$ cat config.mk
export PLATFORM = sky130hd
export DESIGN_NAME = spi_slave_ss_wb
export DESIGN_NICKNAME = d
export VERILOG_FILES = /design/src/rtl/spi_slave_pkg.sv /design/src/rtl/spi_slave_core.sv /design/src/rtl/spi_slave_ss_wb.sv
export SDC_FILE = /design/constraint.sdc
export NUM_CORES = 1
export LEC_CHECK = 0
export CORE_ASPECT_RATIO = 1.4
export CORE_UTILIZATION = 45
export CTS_CLUSTER_SIZE = 20
export DETAILED_ROUTE_END_ITERATION = 8
export GPL_TIMING_DRIVEN = 1
export MAX_ROUTING_LAYER = met4
export PLACE_DENSITY = 0.83
export SLEW_MARGIN = 10
export SYNTH_ARGS = -nofsm -noshare
export SYNTH_HDL_FRONTEND = slang
export SYNTH_HIERARCHICAL = 1
export SYNTH_SLANG_ARGS = --single-unit
$ cat constraint.sdc
create_clock -name clk -period 2.69 [get_ports clk]
set_input_delay 0.538 -clock clk [delete_from_list [all_inputs] [get_ports clk]]
set_output_delay 0.538 -clock clk [all_outputs]
set_load 0.005 [all_outputs]
$ cat src/rtl/spi_slave_pkg.sv
// Shared constants for the SPI slave: register offsets, status bit positions
// and the frame FSM encoding.
package spi_slave_pkg;

   localparam logic [3:0] ADDR_STATUS      = 4'h0;
   localparam logic [3:0] ADDR_FROM_MASTER = 4'h4;
   localparam logic [3:0] ADDR_TO_MASTER   = 4'h8;

   localparam int STAT_FINISHED = 0;
   localparam int STAT_BUSY     = 1;
   localparam int STAT_ABORTED  = 2;
   localparam int STAT_OVERRUN  = 3;

   typedef enum logic [1:0] {
      ST_IDLE  = 2'd0,
      ST_SHIFT = 2'd1,
      ST_DONE  = 2'd2
   } state_t;

endpackage

$ cat src/rtl/spi_slave_core.sv
// SPI slave engine: oversamples sck/ss_L/mosi in the clk domain and shifts
// one WID-bit frame (MSB first) per slave-select assertion.
module spi_slave_core
   import spi_slave_pkg::*;
#(
   parameter int WID      = 24,
   parameter int WID_LEN  = 5,
   parameter int POLARITY = 0,
   parameter int PHASE    = 0
) (
   input  logic           clk,
   input  logic           rst_L,
   input  logic           sck,
   input  logic           ss_L,
   input  logic           mosi,
   input  logic [WID-1:0] to_master,
   output logic [WID-1:0] from_master,
   output logic           miso,
   output logic           miso_oe,
   output logic           done,
   output logic           abort,
   output logic           busy
);

   localparam logic P_IDLE = (POLARITY != 0);

   logic [1:0]         r_sck_s, r_ss_s, r_mosi_s;
   logic               r_sck_d, r_ss_d;
   logic [1:0]         r_fill;
   logic               r_armed;
   state_t             r_state, w_state_next;
   logic [WID-1:0]     r_tx, r_rx, r_from;
   logic [WID_LEN-1:0] r_cnt;
   logic               r_miso, r_oe, r_busy;

   logic               w_sck, w_ss, w_mosi, w_lead, w_trail, w_ss_fall;
   logic               w_sample, w_drive, w_last, w_start, w_end;
   logic [WID_LEN-1:0] w_cnt_inc;
   logic [WID-1:0]     w_rx_next, w_tx_shl;

   assign w_sck     = r_sck_s[1];
   assign w_ss      = r_ss_s[1];
   assign w_mosi    = r_mosi_s[1];
   assign w_lead    = (r_sck_d == P_IDLE) && (w_sck != P_IDLE);
   assign w_trail   = (r_sck_d != P_IDLE) && (w_sck == P_IDLE);
   assign w_ss_fall = r_ss_d && !w_ss;
   assign w_sample  = (r_state == ST_SHIFT) && ((PHASE == 0) ? w_lead : w_trail);
   assign w_drive   = (r_state == ST_SHIFT) && ((PHASE == 0) ? w_trail : w_lead);
   assign w_cnt_inc = r_cnt + WID_LEN'(1);
   assign w_last    = w_sample && (w_cnt_inc == WID_LEN'(WID));
   assign w_rx_next = WID'({r_rx, w_mosi});
   assign w_tx_shl  = r_tx << 1;

   // A frame may only start after ss_L has genuinely been seen high, so a
   // reset released while the master still holds ss_L low cannot fake a fall.
   always_comb begin
      w_state_next = r_state;
      w_start      = 1'b0;
      w_end        = 1'b0;
      done         = 1'b0;
      abort        = 1'b0;
      case (r_state)
         ST_IDLE: begin
            if (w_ss_fall && r_armed) begin
               w_state_next = ST_SHIFT;
               w_start      = 1'b1;
            end
         end
         ST_SHIFT: begin
            if (w_last) begin
               w_state_next = ST_DONE;
               done         = 1'b1;
            end else if (w_ss) begin
               w_state_next = ST_IDLE;
               abort        = 1'b1;
            end
         end
         ST_DONE: begin
            if (w_ss) begin
               w_state_next = ST_IDLE;
               w_end        = 1'b1;
            end
         end
         default: w_state_next = ST_IDLE;
      endcase
   end

   always_ff @(posedge clk or negedge rst_L) begin
      if (!rst_L) r_state <= ST_IDLE;
      else        r_state <= w_state_next;
   end

   always_ff @(posedge clk or negedge rst_L) begin
      if (!rst_L) begin
         r_sck_s  <= {2{P_IDLE}};
         r_ss_s   <= 2'b11;
         r_mosi_s <= 2'b00;
         r_sck_d  <= P_IDLE;
         r_ss_d   <= 1'b1;
         r_fill   <= 2'b00;
         r_armed  <= 1'b0;
         r_tx     <= '0;
         r_rx     <= '0;
         r_from   <= '0;
         r_cnt    <= '0;
         r_miso   <= 1'b0;
         r_oe     <= 1'b0;
         r_busy   <= 1'b0;
      end else begin
         r_sck_s  <= {r_sck_s[0], sck};
         r_ss_s   <= {r_ss_s[0], ss_L};
         r_mosi_s <= {r_mosi_s[0], mosi};
         r_sck_d  <= w_sck;
         r_ss_d   <= w_ss;
         r_fill   <= {r_fill[0], 1'b1};
         if (r_fill[1] && w_ss) r_armed <= 1'b1;

         if (w_start) begin
            r_tx   <= to_master;
            r_cnt  <= '0;
            r_busy <= 1'b1;
            r_oe   <= 1'b1;
            if (PHASE == 0) r_miso <= to_master[WID-1];
         end
         if (w_sample) begin
            r_rx  <= w_rx_next;
            r_cnt <= w_cnt_inc;
         end
         // CPHA=0 presents the next bit after a trailing edge; CPHA=1 presents it on the leading edge
         if (w_drive) begin
            r_tx   <= w_tx_shl;
            r_miso <= (PHASE == 0) ? w_tx_shl[WID-1] : r_tx[WID-1];
         end
         if (done) r_from <= w_rx_next;
         if (abort || w_end) begin
            r_busy <= 1'b0;
            r_miso <= 1'b0;
            r_oe   <= 1'b0;
         end
      end
   end

   assign from_master = r_from;
   assign miso        = r_miso;
   assign miso_oe     = r_oe;
   assign busy        = r_busy;

endmodule

$ cat src/rtl/spi_slave_ss_wb.sv
// SPI slave with a Wishbone register front end: status, received word and
// reply word are exposed as three word-aligned registers.
module spi_slave_ss_wb
   import spi_slave_pkg::*;
#(
   parameter int BUS_WID  = 32,
   parameter int WID      = 24,
   parameter int WID_LEN  = 5,
   parameter int POLARITY = 0,
   parameter int PHASE    = 0
) (
   input  logic                 clk,
   input  logic                 rst_L,
   input  logic                 sck,
   input  logic                 ss_L,
   input  logic                 mosi,
   output logic                 miso,
   output logic                 miso_oe,
   input  logic                 wb_cyc,
   input  logic                 wb_stb,
   input  logic                 wb_we,
   input  logic [BUS_WID/4-1:0] wb_sel,
   input  logic [BUS_WID-1:0]   wb_addr,
   input  logic [BUS_WID-1:0]   wb_dat_w,
   output logic                 wb_ack,
   output logic [BUS_WID-1:0]   wb_dat_r,
   output logic                 finished
);

   logic               r_ack;
   logic [BUS_WID-1:0] r_dat_r;
   logic [WID-1:0]     r_to_master;
   logic               r_finished, r_aborted, r_overrun;

   logic [WID-1:0]     w_from_master;
   logic               w_busy, w_done, w_abort;
   logic               w_access, w_rd, w_wr, w_st_wr;
   logic [3:0]         w_addr;
   logic [BUS_WID-1:0] w_status, w_rd_data;
   logic               w_unused;

   spi_slave_core #(
      .WID      (WID),
      .WID_LEN  (WID_LEN),
      .POLARITY (POLARITY),
      .PHASE    (PHASE)
   ) u_core (
      .clk         (clk),
      .rst_L       (rst_L),
      .sck         (sck),
      .ss_L        (ss_L),
      .mosi        (mosi),
      .to_master   (r_to_master),
      .from_master (w_from_master),
      .miso        (miso),
      .miso_oe     (miso_oe),
      .done        (w_done),
      .abort       (w_abort),
      .busy        (w_busy)
   );

   assign w_access = wb_cyc && wb_stb && !r_ack;
   assign w_rd     = w_access && !wb_we;
   assign w_wr     = w_access && wb_we;
   assign w_addr   = wb_addr[3:0];
   assign w_st_wr  = w_wr && (w_addr == ADDR_STATUS);
   assign w_unused = ^{wb_sel, wb_addr, wb_dat_w};

   always_comb begin
      w_status                = '0;
      w_status[STAT_FINISHED] = r_finished;
      w_status[STAT_BUSY]     = w_busy;
      w_status[STAT_ABORTED]  = r_aborted;
      w_status[STAT_OVERRUN]  = r_overrun;
      w_rd_data               = '0;
      case (w_addr)
         ADDR_STATUS:      w_rd_data = w_status;
         ADDR_FROM_MASTER: w_rd_data = BUS_WID'(w_from_master);
         ADDR_TO_MASTER:   w_rd_data = BUS_WID'(r_to_master);
         default:          w_rd_data = '0;
      endcase
   end

   // Hardware set events take priority over CPU clears of the same bit.
   always_ff @(posedge clk or negedge rst_L) begin
      if (!rst_L) begin
         r_ack       <= 1'b0;
         r_dat_r     <= '0;
         r_to_master <= '0;
         r_finished  <= 1'b0;
         r_aborted   <= 1'b0;
         r_overrun   <= 1'b0;
      end else begin
         if (w_access)     r_ack <= 1'b1;
         else if (!wb_cyc) r_ack <= 1'b0;
         if (w_rd) r_dat_r <= w_rd_data;
         if (w_wr && (w_addr == ADDR_TO_MASTER)) r_to_master <= wb_dat_w[WID-1:0];

         if (w_done) r_finished <= 1'b1;
         else if (w_rd && (w_addr == ADDR_FROM_MASTER)) r_finished <= 1'b0;

         if (w_abort) r_aborted <= 1'b1;
         else if (w_st_wr && wb_dat_w[STAT_ABORTED]) r_aborted <= 1'b0;

         if (w_done && r_finished) r_overrun <= 1'b1;
         else if (w_st_wr && wb_dat_w[STAT_OVERRUN]) r_overrun <= 1'b0;
      end
   end

   assign wb_ack   = r_ack;
   assign wb_dat_r = r_dat_r;
   assign finished = r_finished;

endmodule

After elaboration in Yosys (flattened, before gate mapping)
Cells that the tools add are included.

cells by class
  bitwise gates (word level) = 2
  equality and inequality tests = 7
  add/subtract/negate cells = 1
  muxes and demuxes = 30
  reduce and logical (&&, ||, !) cells = 31

operators with widths
  cell                                                             number
  24-bit case mux with 3 select lines                              1
  23-bit 2-to-1 mux                                                2
  1-bit 2-to-1 mux                                                 21
  1-bit logical AND                                                18
  2-bit nonzero test                                               6
  5-bit 2-to-1 mux                                                 2
  2-bit 2-to-1 mux                                                 3
  2-bit case mux with 3 select lines                               1
  5-bit by 1-bit adder with 5-bit output, second input constant    1
  5-bit == test, second input constant                             1
  4-bit by 3-bit == test with 1-bit output, second input constant  1
  4-bit == test, second input constant                             1
  4-bit logical NOT                                                1
  2-bit by 1-bit != test with 1-bit output, second input constant  2
  1-bit logical NOT                                                3
  3-bit nonzero test                                               1
  2-bit by 1-bit == test with 1-bit output, second input constant  1
  2-bit == test, second input constant                             1
  2-bit logical NOT                                                1
  1-bit NOT                                                        2
  1-bit logical OR                                                 1

storage, ports and cells
  logic and storage cells = 91
  output and inout port bits = 36
  bits in registers = 150

Longest topological paths before layout
Gate-level depths: netlist (run 1).

  word-level depth = 8
  gate-level depth with buffers = 8
  gate-level depth less buffers = 6

Cells and area by module
Netlist (run 1), hierarchy kept.

modules (own cells, without submodules)
  module           cells each  times used  area an instance (µm²)  seq. area each (µm²)
  spi_slave_core   324         1           3746.1                  2255.9
  spi_slave_ss_wb  189         1           2378.5                  1301.2

Least setup slack after synthesis (run 1)
Ideal clock, no wire load.

  kind = register to register
  start = register u_core.r_cnt[0]
  end = register u_core.r_from[18], in the netlist u_core/from_master[18]
  slack = 0.750 ns
  arrival = 1.815 ns
  library setup time = 0.125 ns
  cell stages (with the launch flop) = 8
  cell sequence = dfrtp_1 > ha_1 > nor2_1 > nand3_1 > o32ai_4 > buf_6 > buf_12 > mux2_4

between the ends
  cells in the longest elaborated chain, start to end = 5

ends and longest elaborated chain
  what                                    RTL line               source
  start, declared                         spi_slave_core.sv:33   logic [WID_LEN-1:0] r_cnt;
  start signal, assigned                  spi_slave_core.sv:127  r_cnt <= w_cnt_inc;
  5-bit by 1-bit adder with 5-bit output  spi_slave_core.sv:49   assign w_cnt_inc = r_cnt + WID_LEN'(1);
  5-bit == test                           spi_slave_core.sv:50   assign w_last = w_sample && (w_cnt_inc == WID_LEN'(WID));
  1-bit logical AND                       spi_slave_core.sv:50
  1-bit 2-to-1 mux                        spi_slave_core.sv:70   if (w_last) begin
  1-bit 2-to-1 mux                        spi_slave_core.sv:62   case (r_state)
  end signal, assigned                    spi_slave_core.sv:134  if (done) r_from <= w_rx_next;
  end, declared                           spi_slave_core.sv:32   logic [WID-1:0] r_tx, r_rx, r_from;

Every way passes these cells.
A chain may end at the register's enable or synchronous reset.

Final worst setup path (run 1)
  start = register u_core.r_cnt[0]
  end = register u_core.r_from[11], in the netlist u_core/from_master[11]

Same word-level chain as after synthesis.

==> impl_metrics.py, run 1 <==
metrics = {
    "drt": {
        "drc_errors": 0,
        "ant_nets": 0,
        "dr.pass1.iters": 5,
        "num_vias": 4153,
        "drt_wl_total_mm": 13.7,
        "vias_per_cell": 5.38,
        "drtIter0Drc": 328,
        "wire_per_inst_um": 17.8,
    },
    "timing": {
        "finalSetupViolCount": 0,
        "skew_ps": 4.43,
        "fin_crit_ps": 2220,
        "clock.fmax_ghz": 0.451,
        "maxSlewViolCount": 0,
        "worstMarginPinSlew_ps": 565,
        "fin_crit_sh_pct": 82.5,
        "relSlewSlack_pct": 62.3,
        "hold_viol": 0,
        "grt_setup_unrepaired": "no",
        "finalSetupTns_ps": 0,
    },
    "global_route": {
        "grt_util_all_layers_pct": 21.9,
        "antenna_found_initial": 0,
        "overflow": 0,
        "grt_pass1_wl_mm": 22.7,
        "grt_start_max_net_pins": 63,
        "grt_pass1_vias": 4472,
    },
    "die": {
        "num_rows": 50,
        "die-area_mm2": 0.0141,
        "start_util_pct": 46.0,
        "fp.coreArea_mm2": 0.0133,
        "die_h_um": 140,
        "ios": 116,
        "die_w_um": 101,
    },
    "logic_synthesis": {
        "ys_seq_area_share_pct": 58.1,
        "ys_ff_latch": 142,
        "yosysWarnings": 6,
        "synth_area_mm2": 0.00612,
        "netlist.area_leader.share_pct": 56.8,
        "synthFlopType": "dfrtp_1",
        "ys_types": 53,
        "synthTopCellsByArea": "dfrtp_1 57%, nand2_1 7.5%, mux2_4 6.1%",
        "ys_async_sr_fraction_pct": 100,
        "synth.most_common_cell": "dfrtp_1",
        "synth_largest_area_cell": "dfrtp_1",
        "syn_inst": 513,
        "synth_commonest_cells": "139 x dfrtp_1, 123 x nand2_1, 25 x mux2_2, 25 x mux2_4, 24 x o21ai_1",
        "synth_edf_count": 0,
        "syn_avg_cell_area_um2": 11.9,
    },
    "clock_tree": {
        "clock_latency_ps": 410,
        "numCtsBuffers": 17,
        "root_buffer": "clkbuf_16",
        "post_cts_resized": 0,
        "clock-sinks": 142,
        "cts_max_level": 4,
        "cts_buffer_depth": 2,
        "clk_pin_slew_worst_paths_ps": 60,
        "tritoncts": "yes",
        "postCtsHoldBufs": 0,
        "cts_setup_buffers": 0,
    },
    "final_layout": {
        "areaGrowthSynthToFinish_pct": 22.5,
        "fin_cells": 772,
        "final_cell_area_mm2": 0.00750,
        "utilization_pct": 56.3,
        "final_nets": 660,
        "num_antenna_cells": 0,
        "layout-drive-gt1-share_pct": 19.0,
    },
    "setup_path": {
        "critPathKind": "flip-flop to flip-flop",
        "start_kind": "flip-flop",
        "worstPathMaxFanout": 14,
        "endpoint_kind": "flip-flop",
        "cp_data_required_time_ps": 2980,
        "ff2ff_path_depth": 6,
        "cp_data_arrival_time_ps": 2510,
    },
    "placed_design": {
        "port_buffers": 63,
        "gp_congestion": 0.826,
        "dpl.cell_count": 741,
        "postPlaceCellArea_mm2": 0.00690,
        "dp_hpwl_mm": 8.60,
    },
    "power_and_ir_drop": {
        "power_mw": 5.21,
        "power.density_mw_per_mm2": 695,
        "p_leak_nw": 3.49,
        "ir_drop_mv": 0.454,
    },
    "run_status": {
        "status": "completed",
    },
    "min_path": {
        "hold_path.class": "input pin to async pin",
    },
    "run": {
        "maxCapViolations": 0,
    },
}
[cells by family after synthesis]
family	Yosys count	synth area share, %
muxes	73	14.5
AOI/OAI and AO/OA	93	10.7
DFF	142	58.1
and+or+nand+nor	156	11.7
xor gates and xnor gates	2	0.286
other	2	0.123
adders and majority gates	2	0.409
buffers and inverters	43	4.25
[flip-flops by register name (all words and copies together), names as in the netlist, 2 cells and up]
| name | cells |
|---|---|
| r_to_master | 24 |
| u_core/from_master | 24 |
| u_core/r_cnt | 5 |
| u_core/r_fill | 2 |
| u_core/r_mosi_s | 2 |
| u_core/r_rx | 23 |
| u_core/r_sck_s | 2 |
| u_core/r_ss_s | 2 |
| u_core/r_state | 2 |
| u_core/r_tx | 23 |
| wb_dat_r | 24 |
[worst paths after layout]
kind	to	from	slack [ps]
max reg2reg	u_core/from_master[11]	u_core/r_cnt[0]	470
max	u_core/from_master[11]	u_core/r_cnt[0]	470
min reg2reg	u_core/r_ss_s[1]	u_core/r_ss_s[0]	360
min	wb_dat_r[11]	rst_L	70
min in group clk	u_core/r_ss_s[1]	u_core/r_ss_s[0]	360
max in group asynchronous	u_core/r_tx[8]	rst_L	1880
[per-layer routing]
layer / wire (µm) / GRT usage, % / share of wire [%] / up-vias
li1: - / - / - / 1906
met1: 5340 / 25.0 / 39 / 2088
met2: 7360 / 36.8 / 54 / 133
met3: 665 / 4.69 / 4.8 / 26
met4: 368 / 9.92 / 2.7 / 0
met5: 0 / - / 0 / -
[power breakdown]
| group | leakage [nW] | total (mW) | switching (mW) | internal (mW) |
|---|---|---|---|---|
| Sequential | 1.91 | 2.44 | 0.132 | 2.30 |
| Clock | 0.297 | 2.32 | 0.834 | 1.49 |
| Combinational | 1.28 | 0.454 | 0.230 | 0.224 |
| Total | 3.49 | 5.21 | 1.20 | 4.02 |
[per-stage QoR]
stage | setup slack [ps] | hold slack [ps]
floorplan | 750 | 242
global placement | 598 | 331
detailed placement | 550 | 345
CTS | 471 | 99.5
global route | 381 | 110
finish | 471 | 73.2
[area by class of cell]
type,count,area [µm²]
Tap cell,182,228
Inverter,2,7.51
Timing Repair Buffer,80,772
Multi-Input combinational cell,335,2340
Clock buffer,27,553
Fill cell,1060,5820
Sequential cell,142,3560
Clock inverter,4,47.5
[cells in the final DEF (no fill, tap or decap), types with 2 or more instances in the layout]
| cell type | synthesis | routed |
|---|---|---|
| buf_4 | 14 | 16 |
| ha_1 | 2 | 2 |
| clkbuf_16 | 0 | 17 |
| and4b_1 | 2 | 2 |
| nor2_1 | 6 | 6 |
| dfrtp_1 | 139 | 139 |
| mux2_2 | 25 | 25 |
| and2b_1 | 2 | 2 |
| a21oi_1 | 2 | 2 |
| o21ai_0 | 6 | 6 |
| a222oi_1 | 3 | 3 |
| nand2_1 | 123 | 123 |
| nand3b_1 | 2 | 2 |
| clkbuf_8 | 0 | 9 |
| o22ai_1 | 2 | 2 |
| clkdlybuf4s50_1 | 0 | 62 |
| a211oi_1 | 2 | 2 |
| inv_1 | 2 | 2 |
| a21o_1 | 4 | 4 |
| conb_1 | 2 | 9 |
| o21a_1 | 2 | 2 |
| a22oi_1 | 20 | 20 |
| nor2b_1 | 2 | 2 |
| o31ai_1 | 20 | 20 |
| mux2i_1 | 23 | 23 |
| o21ai_1 | 24 | 24 |
| xor2_1 | 2 | 2 |
| clkinv_2 | 0 | 2 |
| nand3_1 | 5 | 5 |
| mux2_4 | 25 | 25 |
| dfstp_2 | 3 | 3 |
[critical path, stage by stage, from the launching register on]
cell and delay [ps]:
dfrtp_1 440, ha_1 330, nor2_1 160, nand3_1 170, o32ai_4 310, buf_4 290
mux2_2 380
Note: power is estimated with default switching activity, not from simulation.
==> run 2, diff against run 1 <==
- PLACE_DENSITY: 0.83 -> 0.85
- clock period: 2.69 -> 1.95 ns (I/O delays scaled with it)
==> impl_metrics.py, run 2 (synthesis results as in run 1) <==
metrics = {
    "placed_design": {
        "gp_congestion": 0.813,
        "dp_hpwl_mm": 8.78,
        "port_buffers": 63,
        "post-place-ws_ps": -14.6,
    },
    "global_route": {
        "grt_pass1_vias": 4672,
        "grt_pass1_wl_mm": 22.8,
        "overflow": 0,
        "grt_util_all_layers_pct": 22.0,
        "grt_start_max_net_pins": 52,
        "antenna_found_initial": 0,
    },
    "drt": {
        "ant_nets": 0,
        "wire_per_inst_um": 18.5,
        "drc_errors": 0,
        "num_vias": 4408,
        "drt_wl_total_mm": 14.7,
        "drtIter0Drc": 339,
        "vias_per_cell": 5.55,
        "dr.pass1.iters": 6,
    },
    "clock_tree": {
        "numCtsBuffers": 17,
        "tritoncts": "yes",
        "clock_latency_ps": 430,
        "clock-sinks": 142,
        "root_buffer": "clkbuf_16",
        "cts_buffer_depth": 2,
        "clk_pin_slew_worst_paths_ps": 60,
        "cts_max_level": 4,
    },
    "final_layout": {
        "layout-drive-gt1-share_pct": 22.9,
        "mostFrequentLayoutCell": "dfrtp_1",
        "areaGrowthSynthToFinish_pct": 28.5,
        "mostFrequentLayoutCells": "138 x dfrtp_1, 123 x nand2_1, 62 x clkdlybuf4s50_1",
        "final_nets": 681,
        "num_antenna_cells": 0,
        "utilization_pct": 59.1,
    },
    "timing": {
        "clock.fmax_ghz": 0.493,
        "skew_ps": 6.86,
        "fin_crit_ps": 2030,
        "grt_setup_unrepaired": "yes",
        "holdWs_ps": 346,
        "fin_crit_sh_pct": 104,
        "maxSlewViolCount": 0,
        "finalSetupViolCount": 2,
        "worst_slack_ps": -77.4,
        "hold_viol": 0,
    },
    "setup_path": {
        "start_kind": "flip-flop",
        "path_buf_inv": 5,
        "worstSetupStartpoint": "u_core/r_cnt[0]",
        "slowest_stage": "dfrtp_1",
        "cpPeakStageDelay_ps": 390,
        "cp_data_required_time_ps": 2270,
        "crit_top_cell": "buf_4",
        "r2r-start": "u_core/r_cnt[0]",
        "critPathTopFamily": "buffers and inverters",
        "endpoint_kind": "flip-flop",
        "cp_cell_sequence": "buf_4, and4b_1, a21oi_2, o32ai_4, buf_6, buf_8, buf_4, buf_4, o21ba_1",
        "cp_data_arrival_time_ps": 2340,
        "endpoint": "u_core/busy",
        "timing.rr.end": "u_core/busy",
        "ff2ff_path_depth": 9,
        "critPathKind": "flip-flop to flip-flop",
        "r2r_slack_ps": -80,
        "cp.depth": 9,
        "worstPathMaxFanout": 10,
    },
    "die": {
        "fp.coreArea_mm2": 0.0133,
        "start_util_pct": 46.0,
        "die-area_mm2": 0.0141,
        "ios": 116,
        "die_h_um": 140,
        "num_rows": 50,
        "die_w_um": 101,
    },
    "run": {
        "maxCapViolations": 0,
    },
    "min_path": {
        "hold_path.class": "flip-flop to flip-flop",
    },
    "power_and_ir_drop": {
        "ir_drop_mv": 0.698,
        "pwr-share-comb_pct": 9.1,
        "switching_share_pct": 22.6,
        "p_int_mw": 5.97,
        "power.density_mw_per_mm2": 980,
        "p_leak_nw": 3.67,
        "power_frac_clock_pct": 47.3,
        "seqPwrFrac_pct": 43.5,
        "p_sw_mw": 1.74,
    },
    "run_status": {
        "status": "finished with violations",
        "violations": "negative setup slack",
    },
}
[run 2: cell count changes in the layout (fill, tap and decap cells not counted), moves of 2 or more]
cell / delta
buf_4: +9
buf_12: +7
bufinv_16: +4
clkbuf_8: -4
buf_6: +3
ha_1: -2
ha_2: +2
[run 2: layer usage]
layer	vias up	GRT usage (%)	wire length [µm]
li1	1943	-	-
met1	2238	24.6	5620
met2	194	36.4	7970
met3	33	4.89	708
met4	0	11.7	378
met5	-	-	0
[run 2: cell type report]
cell class              count  area, µm²
fillers                   973       5460
flip-flops and latches    142       3560
multi-input cells         335       2360
repair buffers            101       1040
clock buffers              22        494
well taps                 182        228
clock inverters            10        181
inverters                   2       7.51
[run 2: timing repair]
item                                    in CTS  in global routing
hold buffers                                 1                  0
setup buffers                                0                  6
resized for setup                            2                 12
endpoints found under the setup margin       6                 24
cloned                                       0                  1
endpoints found under the hold margin       30                  0
pin swaps                                    0                  2
[run 2: through the flow]
step | total power [mW] | setup TNS [ps] | std cells | area, µm²
finish | 7.71 | -155 | 794 | 7870
global route | 7.94 | -436 | 794 | 7870
CTS | 7.73 | 0 | 787 | 7780
detailed placement | 4.07 | -49.4 | 754 | 7090
global placement | 4.02 | 0 | 754 | 7090
floorplan | 3.73 | 0 | 520 | 6150
[run 2: power groups by stage]
| stage | logic, mW | clock network [mW] | registers [mW] |
|---|---|---|---|
| finish | 0.703 | 3.65 | 3.36 |
| global placement | 0.648 | 0 | 3.38 |
| global route | 0.765 | 3.80 | 3.38 |
| detailed placement | 0.682 | 0 | 3.39 |
| CTS | 0.695 | 3.68 | 3.35 |
| floorplan | 0.388 | 0 | 3.34 |
[run 2: how the worst min path moves through the flow]
stage                  startpoint            endpoint  slack, ps  cells after the start
3_5_place_dp                rst_L   u_core/r_sck_s[0]        310                      1
5_1_grt        u_core/r_mosi_s[0]  u_core/r_mosi_s[1]        350                      0
6_report         u_core/r_fill[0]    u_core/r_fill[1]        350                      0
4_1_cts          u_core/r_fill[0]    u_core/r_fill[1]        350                      0
2_1_floorplan               rst_L            finished         90                      0
3_3_place_gp                rst_L    u_core/r_fill[0]        310                      1
==> run 3, diff against run 2 <==
- CORE_UTILIZATION: 45 -> 36
- PLACE_DENSITY: 0.85 -> 0.73
==> impl_metrics.py, run 3 (synthesis results as in run 1) <==
metrics = {
    "timing": {
        "fin_crit_ps": 1900,
        "grt_setup_unrepaired": "no",
        "maxSlewViolCount": 0,
        "finalSetupTns_ps": 0,
        "skew_ps": 6.41,
        "worst_slack_ps": 54.5,
        "finalSetupViolCount": 0,
        "fin_crit_sh_pct": 97.2,
        "clock.fmax_ghz": 0.528,
        "hold_viol": 0,
    },
    "setup_path": {
        "critPathKind": "flip-flop to flip-flop",
        "worstPathMaxFanout": 11,
        "endpoint_kind": "flip-flop",
        "cp_data_required_time_ps": 2260,
        "cp_cell_sequence": "and2b_2, nand3b_4, o32ai_4, buf_12, mux2_2",
        "cp_data_arrival_time_ps": 2200,
        "start_kind": "flip-flop",
        "slowest_stage": "dfrtp_1",
        "cpPeakStageDelay_ps": 430,
    },
    "clock_tree": {
        "clock_latency_ps": 420,
        "root_buffer": "clkbuf_16",
        "tritoncts": "yes",
        "cts_max_level": 4,
        "clk_pin_slew_worst_paths_ps": 60,
        "clock-sinks": 142,
        "numCtsBuffers": 17,
        "cts_buffer_depth": 2,
    },
    "die": {
        "die_h_um": 156,
        "ios": 116,
        "start_util_pct": 36.7,
        "die-area_mm2": 0.0175,
        "die_w_um": 112,
        "fp.coreArea_mm2": 0.0167,
        "num_rows": 56,
    },
    "power_and_ir_drop": {
        "power.density_mw_per_mm2": 938,
        "power_mw": 7.32,
        "ir_drop_mv": 0.455,
        "p_leak_nw": 3.61,
    },
    "global_route": {
        "antenna_found_initial": 0,
        "met2_usage_pct": 28.3,
        "grt_start_max_net_pins": 44,
        "grt_pass1_wl_mm": 22.0,
        "grt_util_all_layers_pct": 16.8,
        "grt_pass1_vias": 4412,
        "grt_util_met3_pct": 5.03,
        "grtUsageMet1_pct": 18.5,
        "grt.busiest_layer": "met2",
        "overflow": 0,
    },
    "final_layout": {
        "layout-drive-gt1-share_pct": 21.5,
        "final_nets": 675,
        "final_cell_area_mm2": 0.00781,
        "mostFrequentLayoutCell": "dfrtp_1",
        "areaGrowthSynthToFinish_pct": 27.5,
        "utilization_pct": 46.8,
        "mostFrequentLayoutCells": "139 x dfrtp_1, 123 x nand2_1, 62 x clkdlybuf4s50_1",
        "num_antenna_cells": 0,
    },
    "drt": {
        "num_vias": 4134,
        "ant_nets": 0,
        "drtIter0Drc": 351,
        "vias_per_cell": 5.11,
        "drt_wl_total_mm": 13.2,
        "drc_errors": 1,
        "wire_per_inst_um": 16.3,
        "dr.pass1.iters": 6,
    },
    "run_status": {
        "status": "finished with violations",
        "violations": "design-rule violations",
    },
    "placed_design": {
        "post-place-ws_ps": -51.6,
        "port_buffers": 63,
        "gp_congestion": 0.825,
        "postPlaceCellArea_mm2": 0.00713,
        "dp_hpwl_mm": 8.75,
    },
    "run": {
        "maxCapViolations": 0,
    },
    "min_path": {
        "hold_path.class": "flip-flop to flip-flop",
    },
}
-- run 3: worst max-delay path: cells and delay by family (launching register included) --
kind,cells,cell delay (ps)
flops,1,430
simple gates,2,400
compound gates,1,390
mux,1,350
buf+inv,1,200
-- run 3: path summary, 6_finish.rpt --
path / slack, ps / startpoint / end / depth (start not counted)
worst min register to register: 340 / u_core/r_sck_s[0] / u_core/r_sck_s[1] / 0
max in group asynchronous: 940 / rst_L / u_core/r_tx[9] / 3
worst max register to register: 50 / u_core/r_state[1] / u_core/from_master[8] / 5
worst max-delay path: 50 / u_core/r_state[1] / u_core/from_master[8] / 5
worst min-delay path: 340 / u_core/r_sck_s[0] / u_core/r_sck_s[1] / 0
min in group asynchronous: 450 / rst_L / u_core/r_sck_s[1] / 2
-- run 3: where the power goes --
| group | switching, mW | internal [mW] |
|---|---|---|
| Sequential | 0.168 | 3.18 |
| Combinational | 0.328 | 0.358 |
| Clock | 1.21 | 2.08 |
-- run 3: metal layers --
| metal | vias up | wire length (µm) |
|---|---|---|
| met5 | - | 0 |
| met4 | 0 | 269 |
| met3 | 19 | 593 |
| met2 | 102 | 7020 |
| met1 | 2078 | 5290 |
| li1 | 1935 | - |
-- run 3: cell type report --
cell class / count / area [µm²]
clock buffer: 24 / 512
clock inverter: 8 / 104
fill: 1460 / 8870
inverter: 2 / 7.51
multi-input combinational: 335 / 2360
sequential: 142 / 3560
tap: 203 / 254
timing repair buffer: 95 / 1020
-- run 3: repair_timing --
action / 4_1_cts / 5_1_grt
hold buffers: 1 / 0
resized for setup: 0 / 6
buffers inserted: 0 / 2
hold endpoints to repair: 33 / 0
pin swaps: 0 / 2
endpoints found under the setup margin: 2 / 24
-- run 3: through the flow --
step	hold slack (ps)	std cells
2_1_floorplan	94.4	520
3_3_place_gp	322	774
3_5_place_dp	325	774
4_1_cts	345	807
5_1_grt	350	809
6_report	342	809
